--- src/rtl/pc_unit.sv ---
// Program-counter unit for the fetch stage: registered PC, next-PC selection
// (sequential / absolute jump / forwarded jump / return-address stack) and a
// circular return-address stack used for call/return prediction.
module pc_unit #(
  parameter int unsigned       WIDTH     = 32,
  parameter int unsigned       INC       = 4,
  parameter logic [WIDTH-1:0]  RESET_PC  = '0,
  parameter int unsigned       RAS_DEPTH = 4
) (
  input  logic                           clk,
  input  logic                           rst,
  input  logic                           stall,
  input  logic [1:0]                     jump,
  input  logic [WIDTH-1:0]               jump_add,
  input  logic [WIDTH-1:0]               jump_forward_add,
  input  logic                           call,
  input  logic                           ret,
  output logic [WIDTH-1:0]               pc,
  output logic [WIDTH-1:0]               pc_4,
  output logic [$clog2(RAS_DEPTH):0]     ras_count,
  output logic                           ras_empty,
  output logic                           ras_full,
  output logic                           ras_underflow
);

  localparam int unsigned PTR_W = $clog2(RAS_DEPTH);
  localparam int unsigned CNT_W = PTR_W + 1;

  // ptr_q names the next free slot; the top of stack sits one below it.
  logic [WIDTH-1:0] pc_q;
  logic [PTR_W-1:0] ptr_q;
  logic [CNT_W-1:0] count_q;
  logic             underflow_q;
  logic [WIDTH-1:0] ras_q [RAS_DEPTH];

  logic [PTR_W-1:0] top_idx;
  logic [WIDTH-1:0] ras_top;
  logic             ret_taken;
  logic             pop;
  logic             push;
  logic             underflow_d;
  logic [WIDTH-1:0] next_pc;

  assign pc            = pc_q;
  assign pc_4          = pc_q + WIDTH'(INC);
  assign ras_count     = count_q;
  assign ras_empty     = (count_q == '0);
  assign ras_full      = (count_q == CNT_W'(RAS_DEPTH));
  assign ras_underflow = underflow_q;

  // Decode the request: a return only counts when no jump redirects this cycle.
  always_comb begin
    top_idx     = ptr_q - 1'b1;
    ras_top     = ras_q[top_idx];
    ret_taken   = ret && (jump == 2'b00) && !stall;
    pop         = ret_taken && !ras_empty;
    push        = call && !stall;
    underflow_d = ret_taken && ras_empty;
  end

  // Next-PC priority: absolute jump, forwarded jump, RAS top, then pc_4.
  always_comb begin
    next_pc = pc_4;
    if (jump[0])       next_pc = jump_add;
    else if (jump[1])  next_pc = jump_forward_add;
    else if (pop)      next_pc = ras_top;
  end

  // PC, stack pointer, entry count and underflow pulse.
  always_ff @(posedge clk or posedge rst) begin
    if (rst) begin
      pc_q        <= RESET_PC;
      ptr_q       <= '0;
      count_q     <= '0;
      underflow_q <= 1'b0;
    end else begin
      underflow_q <= underflow_d;
      if (!stall) begin
        pc_q <= next_pc;
        if (push && !pop) begin
          ptr_q <= ptr_q + 1'b1;
          if (!ras_full) count_q <= count_q + 1'b1;
        end else if (pop && !push) begin
          ptr_q   <= ptr_q - 1'b1;
          count_q <= count_q - 1'b1;
        end
      end
    end
  end

  // Stack storage: a simultaneous call+ret replaces the top in place,
  // otherwise a call writes the free slot (overwriting the oldest when full).
  always_ff @(posedge clk) begin
    if (push && pop)  ras_q[top_idx] <= pc_4;
    else if (push)    ras_q[ptr_q]   <= pc_4;
  end

endmodule

--- config.mk ---
export PLATFORM = sky130hd
export DESIGN_NAME = pc_unit
export DESIGN_NICKNAME = d
export VERILOG_FILES = /design/src/rtl/pc_unit.sv
export SDC_FILE = /design/constraint.sdc
export NUM_CORES = 1
export LEC_CHECK = 0
export CAP_MARGIN = 20
export CORE_ASPECT_RATIO = 0.5
export CORE_MARGIN = 3
export CORE_UTILIZATION = 48
export CTS_CLUSTER_SIZE = 24
export DETAILED_ROUTE_END_ITERATION = 10
export PLACE_DENSITY = 0.85
export SETUP_SLACK_MARGIN = 0.5
export SLEW_MARGIN = 20
export SYNTH_ARGS = -nofsm -noshare
export SYNTH_HDL_FRONTEND = slang
export SYNTH_SLANG_ARGS = --single-unit
--- constraint.sdc ---
create_clock -name clk -period 4.5 [get_ports clk]
set_input_delay 0.45 -clock clk [delete_from_list [all_inputs] [get_ports clk]]
set_output_delay 0.45 -clock clk [all_outputs]
set_load 0.1 [all_outputs]
; Word level (Yosys, flattened, before mapping)
; Memory sizes are Yosys's and may differ from the RTL's.
; Index checks and enable logic that the tools add are counted.
[totals]
ramBits = 128
inputBits = 71
out_inout_bits = 70
reg_bits = 38
romBits = 0
latch_bits = 0
wordCells = 47
mem_count = 1
[op_classes]
order_cmp = 0
n_reduce_logical = 18
n_mul = 0
add_sub_neg = 5
eq_ne = 2
bitwise_logic = 1
div_mod_pow = 0
shifts = 0
muxes = 16
[memory_table]
columns = name, depth, width, rd, rd_ports_with_merged_regs, write_ports, line_no
row1 = ras_q, 4, 32, 1, 0, 1, 34  ; logic [WIDTH-1:0] ras_q [RAS_DEPTH];
[op_table]
columns = cell, n
row1 = two-way mux 32 bit, 4
row2 = "adder 32 x 3 -> 32 bit, second input constant", 1
row3 = OR reduction 32 bit, 1
row4 = two-way mux 3 bit, 3
row5 = logical AND 1 bit, 8
row6 = two-way mux 1 bit, 6
row7 = two-way mux 2 bit, 3
row8 = logical NOT 1 bit, 4
row9 = "adder 3 x 1 -> 3 bit, second input constant", 1
row10 = "== test 3 bit, second input constant", 1
row11 = logical NOT 3 bit, 1
row12 = AND reduction 3 bit, 1
row13 = "subtractor 3 x 1 -> 3 bit, second input constant", 1
row14 = "adder 2 x 1 -> 2 bit, second input constant", 1
row15 = logical NOT 2 bit, 1
row16 = "!= test 2 bit, second input constant", 1
row17 = AND reduction 2 bit, 1
row18 = nonzero test 2 bit, 1
row19 = "subtractor 2 x 1 -> 2 bit, second input constant", 1
row20 = inverter 1 bit, 1

; Longest topological paths before layout
; Gate-level depths: netlist (run 1).
[logic_depth]
ltp_word = 9
mapped_depth = 14
ltp_nobuf = 10

; Least setup slack after synthesis (run 1)
; Ideal clock, no wire load.
[synth_timing]
kind = register -> register
startpoint = register count_q[1], in the netlist ras_count[1]
endpoint = memory ras_q[3][0] (enable)
slack_ps = -968
setup_ps = 468
required_ps = 4032
stages_incl_launch_ff = 11
synth_period_minus_slack_ps = 5468
t_arrival_ps = 5000
path_buffers = 3
cell_sequence = dfrtp_1 -> or3_1 -> buf_2 -> and2_1 -> buf_2 -> buf_4 -> inv_1 -> ha_1 -> inv_1 -> ha_1 -> nor3b_1
[synth_via]
elab_chain_len = 8
word_cells_on_any_way = 11
cone_classes = mux (6) / reduce/logical (5)
[synth_lines]
columns = element, line_no
row1 = "start, declared", 32  ; logic [CNT_W-1:0] count_q;
row2 = "start signal, assigned", 82  ; if (!ras_full) count_q <= count_q + 1'b1;
row3 = "start signal, assigned", 85  ; count_q <= count_q - 1'b1;
row4 = logical NOT 3 bit *, 47  ; assign ras_empty = (count_q == '0);
row5 = logical NOT 1 bit *, 56  ; pop = ret_taken && !ras_empty;
row6 = logical AND 1 bit *, 56
row7 = logical AND 1 bit *, 94  ; if (push && pop) ras_q[top_idx] <= pc_4;
row8 = two-way mux 1 bit, 94
row9 = two-way mux 1 bit (not written as such), 95  ; else if (push) ras_q[ptr_q] <= pc_4;
row10 = OR reduction 32 bit (no source line), n/a
row11 = two-way mux 2 bit (no source line) or two-way mux 1 bit (tied branches), n/a
row12 = "end, declared", 34
; Every way passes the cells marked *; elsewhere a longest branch is shown, timed or not.

; Final worst setup path (run 1)
[layout_timing]
startpoint = register pc_q[2], in the netlist pc[2]
endpoint = output pc_4[8]
[layout_via]
elab_chain_len = 1
[layout_lines]
columns = element, line_no
row1 = "start, declared", 30  ; logic [WIDTH-1:0] pc_q;
row2 = "start signal, assigned", 79  ; pc_q <= next_pc;
row3 = adder 32 x 3 -> 32 bit, 45  ; assign pc_4 = pc_q + WIDTH'(INC);
row4 = "end, declared", 19  ; output logic [WIDTH-1:0] pc_4,
; No other way between the ends.

==> flow_summary.json, run 1 <==
{
  "status": "completed",
  "synth_edf_count": 128,
  "worstMarginPinSlew_ps": 1022,
  "arrival_ps": 3370,
  "overflow": 0,
  "grt_pass1_vias": 5921,
  "cts_hold_buf": 0,
  "ys_seq_elements": 166,
  "slowest_stage": "clkdlybuf4s50_1",
  "syn_nets": 637,
  "drv_cap": 0,
  "die_w_um": 186.7,
  "ys_types": 65,
  "min_period_ps": 3815,
  "worstSetupStartpointType": "flop",
  "die-area_um2": 17990,
  "post_cts_buffers": 0,
  "grt_pass1_wl_mm": 34.47,
  "regArea_um2": 4796,
  "tns_ps": 0,
  "critical_path.max_fanout": 6,
  "grt_usage": 0.2568,
  "wl_per_cell_um": 24.85,
  "cts_buffers": 17,
  "ctsResizeCount": 0,
  "first_pass_iters": 5,
  "via_per_inst": 6.384,
  "place.gp.congestion": 0.9345,
  "insertion_delay_ps": 430,
  "avgSynthCellArea_um2": 13.97,
  "final_common_cell": "edfxtp_1",
  "antenna_found_initial": 0,
  "fin_skew_ps": 8.564,
  "grt_max_degree": 39,
  "regToRegSetupSlack_ps": 1080,
  "antenna_cells": 0,
  "rows": 32,
  "synth_ff_type": "edfxtp_1",
  "slowest_delay_ps": 1260,
  "clk_pin_slew_ps": 70,
  "nets": 771,
  "hpwl_mm": 15.14,
  "p_per_area_nw_per_um2": 568.3,
  "final_cell_mix": "edfxtp_1, clkdlybuf4s50_1, nand2_1",
  "vias": 5931,
  "syn_to_final_growth_pct": 28.79,
  "num-fill-cells": 1106,
  "drive_above_1_share": 0.1766,
  "slew_headroom": 0.3114,
  "die_height_um": 96.35,
  "ctsLongestPathBuffers": 2,
  "p_leak_nw": 3.563,
  "port_buffers": 140,
  "dr.first_iter.drc_count": 842,
  "cts_tree": "yes",
  "drt-total-wl_mm": 23.08,
  "ys_seq_area_frac": 0.6118,
  "coreArea_um2": 15700,
  "final_hold_viol_count": 0,
  "ys_async_sr_fraction": 0.2289,
  "syn_inst": 561,
  "io-pin-count": 141,
  "setup_viol": 0,
  "postRouteAntennaNets": 0,
  "hold_ws_ps": 474.1,
  "htree_levels": 4,
  "finalCritPeriodShare": 0.8478,
  "ys.warnings.count": 0,
  "clock-root-buffer": "clkbuf_16",
  "post-route-drc-count": 0,
  "drv_slew": 0,
  "crit_path_end_kind": "output pin",
  "irDropWorstVdd_mv": 0.3305,
  "cts.sinks": 166,
  "hp-class": "in -> async",
  "start_util": 0.4993,
  "max_freq_mhz": 262.1,
  "rsz0062_at_grt": "no",
  "required_ps": 4050,
  "critPathKind": "reg -> out",
  "syn_area_um2": 7836,
  "multi_input_area_um2": 2880,
  "path_cells": "ha_1 -> and3_1 -> nand3_1 -> xnor2_1 -> clkdlybuf4s50_1"
}
-- critical path, delay by kind of cell, from the launching register on --
| family | cells | cell delay [ps] |
|---|---|---|
| and+or+nand+nor | 2 | 350 |
| adders and majority gates | 1 | 300 |
| buffers and inverters | 1 | 1260 |
| DFF | 1 | 480 |
| xor gates and xnor gates | 1 | 540 |
-- cells by family after synthesis --
logic type,count (synthesis),share of synthesized area
AOI/OAI and AO/OA,126,0.1202
muxes,33,0.09341
buffers and inverters,61,0.03960
adders and majority gates,5,0.007983
and+or+nand+nor,136,0.08893
DFF,166,0.6118
xor gates and xnor gates,34,0.03800
-- Yosys cell counts, types with 3 or more instances --
| master | n | area, um^2 |
|---|---|---|
| nor4_1 | 4 | 25.02 |
| a22o_1 | 3 | 26.28 |
| dfrtp_1 | 38 | 950.9 |
| ha_1 | 5 | 62.56 |
| nand2_1 | 38 | 142.6 |
| nand3_1 | 13 | 65.06 |
| a21oi_1 | 18 | 90.09 |
| o41ai_1 | 3 | 26.28 |
| mux4_2 | 32 | 720.7 |
| a31oi_1 | 6 | 37.54 |
| or3_1 | 4 | 25.02 |
| a221o_1 | 9 | 90.09 |
| a32oi_1 | 3 | 26.28 |
| o31ai_1 | 6 | 45.04 |
| inv_1 | 17 | 63.81 |
| nor2_1 | 28 | 105.1 |
| buf_4 | 8 | 60.06 |
| buf_2 | 13 | 65.06 |
| nand2b_1 | 8 | 50.05 |
| o22ai_1 | 10 | 62.56 |
| nand4_1 | 12 | 75.07 |
| xor2_1 | 11 | 96.34 |
| xnor2_1 | 23 | 201.4 |
| o21ai_0 | 11 | 55.05 |
| and3_1 | 4 | 25.02 |
| nor3_1 | 9 | 45.04 |
| a221oi_1 | 18 | 157.7 |
| a22oi_1 | 4 | 30.03 |
| clkbuf_1 | 16 | 60.06 |
| o211ai_1 | 3 | 22.52 |
| a21o_1 | 10 | 75.07 |
| edfxtp_1 | 128 | 3844 |
| or4_1 | 3 | 22.52 |
-- registers in the layout, summed over array words and instances, names as in the netlist --
register / count
ras_q: 128
pc: 32
ras_count: 3
ptr_q: 2
ras_underflow: 1
-- stage by stage --
step,total power (W),setup WS [ps],std cells,cell area (um^2),util
detailed placement,0.004287,960.1,897,9512,0.6060
finish,0.005736,684.9,929,10090,0.6430
CTS,0.005732,703.7,929,10090,0.6430
global route,0.005909,557.0,929,10090,0.6430
global placement,0.004239,1084,897,9512,0.6060
floorplan,0.003713,539.4,561,7975,-
-- metal layers --
metal  track usage  share of wire  vias to the layer above
li1              -              -                     2486
met1        0.3317           0.38                     2949
met2        0.4298           0.49                      412
met3       0.06002           0.10                       84
met4        0.1037          0.032                        0
met5             0              0                        -
-- final timing paths --
path                            cells past startpoint          from      endpoint
worst max-delay path                                5         pc[2]       pc_4[8]
worst min-delay path                                3           rst  ras_count[2]
worst max register to register                      9  ras_count[1]  ras_q[0][16]
worst min register to register                      1  ras_count[2]  ras_count[2]
max in group asynchronous                           3           rst      ptr_q[0]
min in group clk                                    1  ras_count[2]  ras_count[2]
-- power breakdown --
group	switching (W)	internal, W
Combinational	0.00150	0.000657
Clock	0.000614	0.000827
Sequential	0.000214	0.00192
-- layout make-up --
cell class | instances | share of cell area
flip-flops and latches | 166 | 0.4752
multi-input cells | 334 | 0.2854
repair buffers | 158 | 0.1478
clock buffers | 20 | 0.04327
well taps | 221 | 0.02740
clock inverters | 12 | 0.01426
inverters | 18 | 0.006695
No activity file was read; power rests on OpenSTA's default activity.
==> run 2, diff against run 1 <==
- clock period: 4.5 -> 3.4 ns (I/O delays scaled with it)
==> run 2 against run 1 <==
Compared with the run above:
- count of clock-buffer cells in the layout decreased by 1
- total power rose by 39%
- setup slack worse by 170 ps
- combinational power grew 44%
- critical path depth unchanged
- first-iteration DRC count rose by 1.1%
- wire length up 7.0%
- hold slack got worse by 110 ps
- sequential power grew 34%
- sequential share of layout area shrank 3.1 points
- non-clock buffer count increased by 25
- cell count grew 2.7%
- critical path type unchanged
- largest cell class unchanged
- largest power group unchanged
==> flow_summary.json, run 2 (same netlist as run 1, synthesis figures left out) <==
{
  "drv_cap": 0,
  "final_cell_mix": "edfxtp_1, clkdlybuf4s50_1, buf_4",
  "arrival_ps": 2540,
  "grt_max_degree": 39,
  "p_per_area_nw_per_um2": 727.1,
  "total_power_w": 0.007986,
  "finalCritPeriodShare": 0.8484,
  "worstMarginPinSlew_ps": 1042,
  "overflow": 0,
  "ctsLongestPathBuffers": 2,
  "worst-r2r-cell-count": 8,
  "place.gp.congestion": 0.8841,
  "htree_levels": 4,
  "antenna_cells": 0,
  "p_leak_nw": 3.851,
  "grt_pass1_wl_mm": 36.16,
  "cts.sinks": 166,
  "hp-class": "in -> async",
  "timing.critical_path.buf_inv": 1,
  "port_buffers": 140,
  "cts_tree": "yes",
  "cts_buffers": 17,
  "post-route-drc-count": 0,
  "start_util": 0.4993,
  "rsz0062_at_grt": "yes",
  "fin_skew_ps": 11.63,
  "path_cells": "nand4_1 -> or4_4 -> nor3_4 -> xor2_4 -> buf_12",
  "tns_ps": 0,
  "path_delay_family": "simple AND/OR/NAND/NOR gates",
  "grt_usage": 0.2703,
  "die-area_um2": 17990,
  "final_common_cell": "edfxtp_1",
  "worstSetupStartpointType": "flop",
  "nets": 796,
  "io-pin-count": 141,
  "fin_util": 0.6998,
  "r2r_start": "ras_count[0]",
  "slowest_delay_ps": 680,
  "rows": 32,
  "postRouteAntennaNets": 0,
  "status": "completed",
  "top_register": "ras_q",
  "via_per_inst": 6.496,
  "coreArea_um2": 15700,
  "die_w_um": 186.7,
  "final_hold_viol_count": 0,
  "setup_viol": 0,
  "drv_slew": 0,
  "die_height_um": 96.35,
  "critical_path_depth": 5,
  "irDropWorstVdd_mv": 0.5015,
  "grt_pass1_vias": 6144,
  "critPathKind": "reg -> out",
  "clock-root-buffer": "clkbuf_16",
  "startpoint": "pc[12]",
  "crit_path_end_kind": "output pin",
  "largest_reg_flops": 128,
  "max_freq_mhz": 346.7,
  "vias": 6197,
  "drive_above_1_share": 0.3111,
  "wl_per_cell_um": 25.90,
  "critical_path.max_fanout": 6,
  "antenna_found_initial": 2,
  "drt-total-wl_mm": 24.71,
  "hpwl_mm": 15.38,
  "first_pass_iters": 5,
  "clk_pin_slew_ps": 70,
  "slew_headroom": 0.3031,
  "slowest_stage": "or4_4",
  "insertion_delay_ps": 430,
  "required_ps": 3060,
  "dr.first_iter.drc_count": 851,
  "min_period_ps": 2884,
  "syn_to_final_growth_pct": 40.16
}
==> run 2: cell count changes in the layout (fill, tap and decap cells not counted), moves of 13 or more <==
cell             change
dfrtp_1             -29
buf_4               +21
dfrtp_4             +17
clkdlybuf4s50_1     -14
buf_12              +13
xnor2_4             +13
==> run 2: worst register-to-register path, stage by stage (launching register included) <==
cell	delay, ps
dfrtp_4	510
or3_4	480
and2_4	190
inv_4	80
ha_4	170
nor2_4	60
xnor2_4	200
nor3b_4	370
buf_12	260
==> run 2: metal layers <==
| layer | part of all wire | GRT usage | vias to the layer above |
|---|---|---|---|
| met5 | 0.0011 | 0 | - |
| met4 | 0.032 | 0.1125 | 4 |
| met3 | 0.11 | 0.08148 | 90 |
| met2 | 0.48 | 0.4469 | 450 |
| met1 | 0.37 | 0.3402 | 3108 |
| li1 | - | - | 2545 |
==> run 2: cell type report <==
cell class              count  area, um^2
repair buffers            183        1829
clock buffers              19       432.9
well taps                 221       276.5
multi-input cells         334        3327
inverters                  18       70.07
clock inverters            13       172.7
fillers                   969        4712
flip-flops and latches    166        4875
==> run 2: path summary, 6_finish.rpt <==
check	end	slack, ps
setup / recovery	pc_4[19]	520
hold / removal	ras_count[0]	360
setup reg to reg	ras_q[3][16]	740
hold reg to reg	ras_count[2]	540
max in group asynchronous	pc[18]	2570
min in group clk	pc[15]	530
==> run 2: power breakdown <==
part	internal, W	leakage (nW)	switching, W	total, W
sequential	0.00257	1.57	0.000281	0.00286
clock	0.00117	0.275	0.000845	0.00201
combinational	0.00104	2.01	0.00208	0.00312
==> run 2: repair_timing <==
item	CTS	global route
buffers inserted	11	11
resized for setup	8	13
setup endpoints to repair	16	15
hold buffers	0	0
pin swaps	8	9
==> run 2: metrics by stage <==
step                      area [um^2]  hold WS, ps  worst slack (ps)  cells
final                           10980        361.6             515.6    954
after global routing            10980        415.4             428.4    954
after global placement          10110        516.2             541.5    900
after floorplan                  8458        492.1             54.24    561
after CTS                       10840        376.1             450.0    943
after detailed placement        10110        529.7             448.3    900
